$ cat src/rtl/membus_arb4.sv
// Four-master arbiter in front of a single shared memory port. One master at a time
// is granted; its request, address and write data go to memory and the responses come back.
module membus_arb4 #(
    parameter int unsigned TIMEOUT = 1023,
    parameter int unsigned RR      = 1
) (
    input  logic           clk,
    input  logic           reset,
    input  logic [3:0]     m_rq_cyc,
    input  logic [3:0]     m_rd_rq,
    input  logic [3:0]     m_wr_rq,
    input  logic [3:0]     m_wr_rs,
    input  logic [59:0]    m_ma,
    input  logic [15:0]    m_sel,
    input  logic [143:0]   m_mb_in,
    output logic [3:0]     m_addr_ack,
    output logic [3:0]     m_rd_rs,
    output logic [143:0]   m_mb_out,
    output logic [3:0]     m_nxm,
    output logic           s_rq_cyc,
    output logic           s_rd_rq,
    output logic           s_wr_rq,
    output logic           s_wr_rs,
    output logic [14:0]    s_ma,
    output logic [3:0]     s_sel,
    output logic [35:0]    s_mb_out,
    input  logic           s_addr_ack,
    input  logic           s_rd_rs,
    input  logic [35:0]    s_mb_in,
    output logic [3:0]     gnt
);
    typedef enum logic [2:0] {
        IDLE   = 3'd0,
        ADDR   = 3'd1,
        RDWAIT = 3'd2,
        WRWAIT = 3'd3,
        DONE   = 3'd4
    } state_t;

    localparam logic [9:0] TMO = 10'(TIMEOUT);

    state_t      state_q, state_d;
    logic [3:0]  gnt_q, gnt_d;
    logic [1:0]  g_q, g_d;
    logic [1:0]  last_q, last_d;
    logic        rd_q, rd_d;
    logic        wr_q, wr_d;
    logic [9:0]  cnt_q, cnt_d;
    logic [3:0]  nxm_q, nxm_d;

    logic [1:0]  idx_v;
    logic [1:0]  pick_s;
    logic        found_s;
    logic [14:0] ma_g_s;
    logic [3:0]  sel_g_s;
    logic [35:0] wd_g_s;

    assign ma_g_s  = m_ma[15*g_q +: 15];
    assign sel_g_s = m_sel[4*g_q +: 4];
    assign wd_g_s  = m_mb_in[36*g_q +: 36];

    // Arbitration: search starts just after the last completed grant in round-robin mode.
    always_comb begin
        pick_s  = 2'd0;
        found_s = 1'b0;
        idx_v   = 2'd0;
        for (int k = 0; k < 4; k++) begin
            if (RR != 0) begin
                idx_v = last_q + 2'd1 + k[1:0];
            end else begin
                idx_v = k[1:0];
            end
            if (!found_s && m_rq_cyc[idx_v]) begin
                found_s = 1'b1;
                pick_s  = idx_v;
            end else begin
                found_s = found_s;
            end
        end
    end

    // Next-state logic for the transaction sequencer.
    always_comb begin
        state_d = state_q;
        gnt_d   = gnt_q;
        g_d     = g_q;
        last_d  = last_q;
        rd_d    = rd_q;
        wr_d    = wr_q;
        cnt_d   = cnt_q;
        nxm_d   = 4'b0000;
        case (state_q)
            IDLE: begin
                if (found_s) begin
                    gnt_d   = 4'b0001 << pick_s;
                    g_d     = pick_s;
                    rd_d    = m_rd_rq[pick_s];
                    wr_d    = m_wr_rq[pick_s];
                    cnt_d   = 10'd0;
                    state_d = ADDR;
                end else begin
                    gnt_d   = 4'b0000;
                end
            end
            ADDR: begin
                // An ack in the same cycle as expiry wins over the timeout.
                if (!m_rq_cyc[g_q]) begin
                    state_d = DONE;
                end else if (s_addr_ack) begin
                    if (rd_q) begin
                        state_d = RDWAIT;
                    end else if (wr_q) begin
                        state_d = WRWAIT;
                    end else begin
                        state_d = DONE;
                    end
                end else if (cnt_q == TMO) begin
                    nxm_d   = gnt_q;
                    state_d = DONE;
                end else begin
                    cnt_d   = cnt_q + 10'd1;
                end
            end
            RDWAIT: begin
                if (!m_rq_cyc[g_q]) begin
                    state_d = DONE;
                end else if (s_rd_rs) begin
                    state_d = wr_q ? WRWAIT : DONE;
                end else begin
                    state_d = RDWAIT;
                end
            end
            WRWAIT: begin
                if (!m_rq_cyc[g_q] || m_wr_rs[g_q]) begin
                    state_d = DONE;
                end else begin
                    state_d = WRWAIT;
                end
            end
            DONE: begin
                if (!m_rq_cyc[g_q] && !s_addr_ack) begin
                    last_d  = g_q;
                    gnt_d   = 4'b0000;
                    state_d = IDLE;
                end else begin
                    state_d = DONE;
                end
            end
            default: begin
                gnt_d   = 4'b0000;
                state_d = IDLE;
            end
        endcase
    end

    // State registers.
    always_ff @(posedge clk or negedge reset) begin
        if (!reset) begin
            state_q <= IDLE;
            gnt_q   <= 4'b0000;
            g_q     <= 2'd0;
            last_q  <= 2'd3;
            rd_q    <= 1'b0;
            wr_q    <= 1'b0;
            cnt_q   <= 10'd0;
            nxm_q   <= 4'b0000;
        end else begin
            state_q <= state_d;
            gnt_q   <= gnt_d;
            g_q     <= g_d;
            last_q  <= last_d;
            rd_q    <= rd_d;
            wr_q    <= wr_d;
            cnt_q   <= cnt_d;
            nxm_q   <= nxm_d;
        end
    end

    assign gnt   = gnt_q;
    assign m_nxm = nxm_q;

    // Routing between the granted master slice and the memory port.
    always_comb begin
        s_rq_cyc   = 1'b0;
        s_rd_rq    = 1'b0;
        s_wr_rq    = 1'b0;
        s_wr_rs    = 1'b0;
        s_ma       = 15'd0;
        s_sel      = 4'd0;
        s_mb_out   = 36'd0;
        m_mb_out   = 144'd0;
        m_addr_ack = gnt_q & {4{s_addr_ack}};
        m_rd_rs    = gnt_q & {4{s_rd_rs}};
        case (state_q)
            ADDR: begin
                s_rq_cyc = 1'b1;
                s_rd_rq  = rd_q;
                s_wr_rq  = wr_q;
                s_ma     = ma_g_s;
                s_sel    = sel_g_s;
            end
            RDWAIT: begin
                s_rq_cyc = 1'b1;
                s_ma     = ma_g_s;
                s_sel    = sel_g_s;
                if (s_rd_rs) begin
                    m_mb_out[36*g_q +: 36] = s_mb_in;
                end else begin
                    m_mb_out = 144'd0;
                end
            end
            WRWAIT: begin
                s_rq_cyc = 1'b1;
                s_ma     = ma_g_s;
                s_sel    = sel_g_s;
                s_mb_out = wd_g_s;
                s_wr_rs  = m_wr_rs[g_q];
            end
            default: begin
                s_rq_cyc = 1'b0;
            end
        endcase
    end
endmodule

$ cat config.mk
export PLATFORM = sky130hd
export DESIGN_NAME = membus_arb4
export DESIGN_NICKNAME = d
export VERILOG_FILES = /design/src/rtl/membus_arb4.sv
export SDC_FILE = /design/constraint.sdc
export NUM_CORES = 1
export LEC_CHECK = 0
export ABC_AREA = 1
export CORE_AREA = 2 2 193 195
export DETAILED_ROUTE_END_ITERATION = 10
export DIE_AREA = 0 0 195 197
export PLACE_DENSITY = 0.54
export SYNTH_ARGS = -nofsm -noshare
export SYNTH_HDL_FRONTEND = slang
export SYNTH_SLANG_ARGS = --single-unit
$ cat constraint.sdc
create_clock -name clk -period 7.7 [get_ports clk]
set_input_delay 2.31 -clock clk [delete_from_list [all_inputs] [get_ports clk]]
set_output_delay 2.31 -clock clk [all_outputs]
set_load 0.01 [all_outputs]
==> flow_summary_export.csv <==
group,metric,value,unit
status,run_status,"complete, no violations",
sta,timing.max_slew.rel_slack,0.385,
finish,seqCellArea,683,µm²
clock_tree,cts_tree,"yes",
power,vdd_ir_drop_max,299,µV
synthesis,synth_area_leader,"sky130_fd_sc_hd__nor2_1",
synthesis,post_synth_inst_count,1364,
drt,drc,0,
sta,min_period_over_period,0.935,
synthesis,postSynthNetCount,1646,
clock_tree,cts.htree.levels,1,
worst_setup_path,regToRegEndpoint,"state_q[0]$_DFFE_PN0P_",
sta,fin_tns_setup,0,ps
finish,proportion_of_layout_cells_with_a_drive_suffix_above_1,0.0404,
placement,gp_routability_congestion,0.876,
synthesis,syn_area,0.00688,mm²
sta,final-max-slew-violation-count,0,
grt,groute.usage.overall,0.201,
worst_setup_path,setup.worst_path.class,"primary input to primary output",
synthesis,synth.yosys.seq_area_share,0.0985,
drt,detail_route.first_pass.iterations,5,
grt,antenna_found_initial,1,
clock_tree,clock_insertion_delay_worst_skew,260,ps
worst_setup_path,cp.arrival,4890,ps
worst_setup_path,ff2ff_setup_slack,4650,ps
drt,drt_via_density,4.74,
drt,detail_route.wirelength,41400,µm
finish,finish.net_count,2065,
worst_setup_path,crit_path_top_delay_cell,"sky130_fd_sc_hd__clkdlybuf4s50_1",
drt,first_iter_violations,871,
synthesis,netlist_top_cells_area,"sky130_fd_sc_hd__nor2_1 21%, sky130_fd_sc_hd__o21ai_0 14%, sky130_fd_sc_hd__nand2_1 12%",
power,p_total,3.84,mW
worst_setup_path,regToRegStartpoint,"g_q[0]$_DFFE_PN0P_",
power,total_leakage_power,4.78,nW
finish,area.growth.synth_to_final,76.7,%
synthesis,synthDistinctLibCells,51,
sta,slew_of_the_pin_with_the_lowest_slew_margin,923,ps
floorplan,i_o_pin_count,495,
synthesis,mapped_avg_cell_area,5.05,µm²
finish,cell_area_after_layout,0.0122,mm²
synthesis,synth_top_cell_area_share,0.211,
grt,via_count_of_the_first_global_routing_pass,10300,
floorplan,die_y,197,µm
floorplan,die_w,195,µm
finish,multi_input_area,0.00527,mm²
synthesis,async_flop_share,1.00,
clock_tree,post_cts_buffers,0,
clock_tree,cts_root_buf,"sky130_fd_sc_hd__clkbuf_16",
worst_setup_path,critical_path.endpoint_type,"primary output",
floorplan,start_util,0.190,
sta,rsz0062_at_grt,"no",
sta,hold_viol_final,0,
worst_setup_path,crit_path_cell_trace,"clkdlybuf4s50_1 > inv_1 > nand2_1 > o21ai_0 > nor2_1 > o21ai_1 > nand2_1 > and2_1 > a22oi_1 > nor2_1 > clkdlybuf4s50_1",
drt,detail_route.wl_per_cell,18.4,µm
synthesis,synth.most_common_cell,"sky130_fd_sc_hd__nor2_1",
placement,hpwlAfterDp,34000,µm
placement,io_buffer_count,494,
drt,number_of_vias_after_detailed_routing,10700,
clock_tree,clk_pin_slew_worst_paths,70,ps
worst_setup_path,timing.critical_path.required,5390,ps
synthesis,synth_seq_cells,27,
floorplan,core.rowCount,70,
clock_tree,cts_inserted_buffers,3,
finish,diodes,0,
grt,grt_max_degree,99,
placement,dpl_cell_area,0.0121,mm²
sta,min_period,7200,ps
synthesis,synth_enable_flop_cells,0,
sta,setup_viol_count_final,0,
job,cap_viol_max_count,0,
floorplan,placeableCoreArea,0.0363,mm²
clock_tree,postCtsResizedCells,0,
synthesis,synth.cells.most_frequent,"386 x sky130_fd_sc_hd__nor2_1, 226 x sky130_fd_sc_hd__nand2_1, 191 x sky130_fd_sc_hd__o21ai_0, 102 x sky130_fd_sc_hd__inv_1, 91 x sky130_fd_sc_hd__a21oi_1",
clock_tree,cts.sinks,27,
worst_setup_path,critical_path_source_type,"primary input",
floorplan,design.die.area,0.0384,mm²
power,p_per_area,316,mW/mm²
sta,max_freq,0.139,GHz
grt,grt_overflow_total,0,
clock_tree,number_of_buffers_inserted_for_hold_repair_after_clock_tree_synthesis,0,
sta,clock-skew-final,2.12,ps
worst_setup_path,timing.critical_path.to,"m_mb_out[128]",
worst_setup_path,r2r_cells,8,
synthesis,synth-warning-count,0,
finish,fillCellCount,4070,
grt,grt_pass1_wl,60300,µm
synthesis,synth_flop_cell,"sky130_fd_sc_hd__dfrtp_1",
min_path,hp-class,"flop to flop",
worst_setup_path,worst_path_largest_cell_delay,570,ps
drt,detail-route-antenna-nets,0,
worst_setup_path,setup.worst_path.start,"s_mb_in[4]",
clock_tree,clk_path_buf_depth,2,
worst_setup_path,worst-path-max-fanout,3,
==> cells by family (layout without fill, tap and decap cells) <==
family                   count (synthesis)  in the layout  share of synthesized area
multiplexers                             8              8                     0.0116
XOR/XNOR                                 5              5                    0.00636
buffers and inverters                  219            637                      0.137
flip-flops                              27             27                     0.0985
AND/OR/NAND/NOR                        706            706                      0.418
AO/OA/AOI/OAI                          393            393                      0.318
adder cells (fa/ha/maj)                  6              6                     0.0109
==> worst max-delay path, delay by kind of cell <==
family          cells  cell delay, ps
buf+inv             3            1230
simple gates        5             870
compound gates      3             480
==> registers in the layout, indices dropped and copies added, names as in the netlist <==
signal,flops
rd_q,1
cnt_q,10
last_q,2
gnt,4
wr_q,1
m_nxm,4
state_q,3
g_q,2
==> final cells by class <==
class | count | share of cell area
multi-input combinational | 1118 | 0.433
inverter | 118 | 0.0366
sequential | 27 | 0.0562
tap | 468 | 0.0481
clock buffer | 4 | 0.00648
timing repair buffer | 515 | 0.420
==> cell usage in the layout (no fill, tap or decap), types with 8 or more instances in the layout <==
cell type	instances
sky130_fd_sc_hd__dfrtp_1	23
sky130_fd_sc_hd__o21ai_1	14
sky130_fd_sc_hd__clkdlybuf4s50_1	494
sky130_fd_sc_hd__a21oi_1	91
sky130_fd_sc_hd__mux2i_1	8
sky130_fd_sc_hd__a31oi_1	11
sky130_fd_sc_hd__nand3_1	48
sky130_fd_sc_hd__a22oi_1	18
sky130_fd_sc_hd__nand2_1	226
sky130_fd_sc_hd__inv_1	102
sky130_fd_sc_hd__nor3_1	14
sky130_fd_sc_hd__o21ai_0	191
sky130_fd_sc_hd__inv_2	11
sky130_fd_sc_hd__nor2_1	386
sky130_fd_sc_hd__a211oi_1	10
sky130_fd_sc_hd__o22ai_1	23
sky130_fd_sc_hd__buf_4	21
==> layer usage <==
metal | vias up | GRT usage | part of all wire
met5 | - | 0 | 0.00027
met4 | 2 | 0.0594 | 0.031
met3 | 68 | 0.0370 | 0.070
met2 | 516 | 0.367 | 0.50
met1 | 4779 | 0.239 | 0.40
li1 | 5300 | - | -
==> power breakdown <==
part	internal (mW)	switching [mW]
clock	0.0710	0.0495
sequential	0.183	0.0622
combinational	1.11	2.37
total	1.36	2.48
==> how the worst min path moves through the flow <==
| stage | startpoint | end | slack [ps] | depth (start not counted) |
|---|---|---|---|---|
| 6_report | cnt_q[8]$_DFFE_PN0P_ | cnt_q[8]$_DFFE_PN0P_ | 500 | 2 |
| 5_1_grt | cnt_q[8]$_DFFE_PN0P_ | cnt_q[8]$_DFFE_PN0P_ | 550 | 2 |
| 4_1_cts | cnt_q[8]$_DFFE_PN0P_ | cnt_q[8]$_DFFE_PN0P_ | 490 | 2 |
| 3_5_place_dp | cnt_q[8]$_DFFE_PN0P_ | cnt_q[8]$_DFFE_PN0P_ | 480 | 2 |
| 3_3_place_gp | cnt_q[8]$_DFFE_PN0P_ | cnt_q[8]$_DFFE_PN0P_ | 470 | 2 |
| 2_1_floorplan | cnt_q[8]$_DFFE_PN0P_ | cnt_q[8]$_DFFE_PN0P_ | 450 | 2 |
==> stage by stage <==
stage	setup slack (ps)	hold WS, ps	utilization	instances
6_report	503	500	0.335	2250
5_1_grt	284	554	0.335	2250
4_1_cts	430	493	0.335	2250
3_5_place_dp	443	475	0.333	2246
3_3_place_gp	432	467	0.333	2246
2_1_floorplan	1960	452	-	1364
No activity file was read; power rests on OpenSTA's default activity.
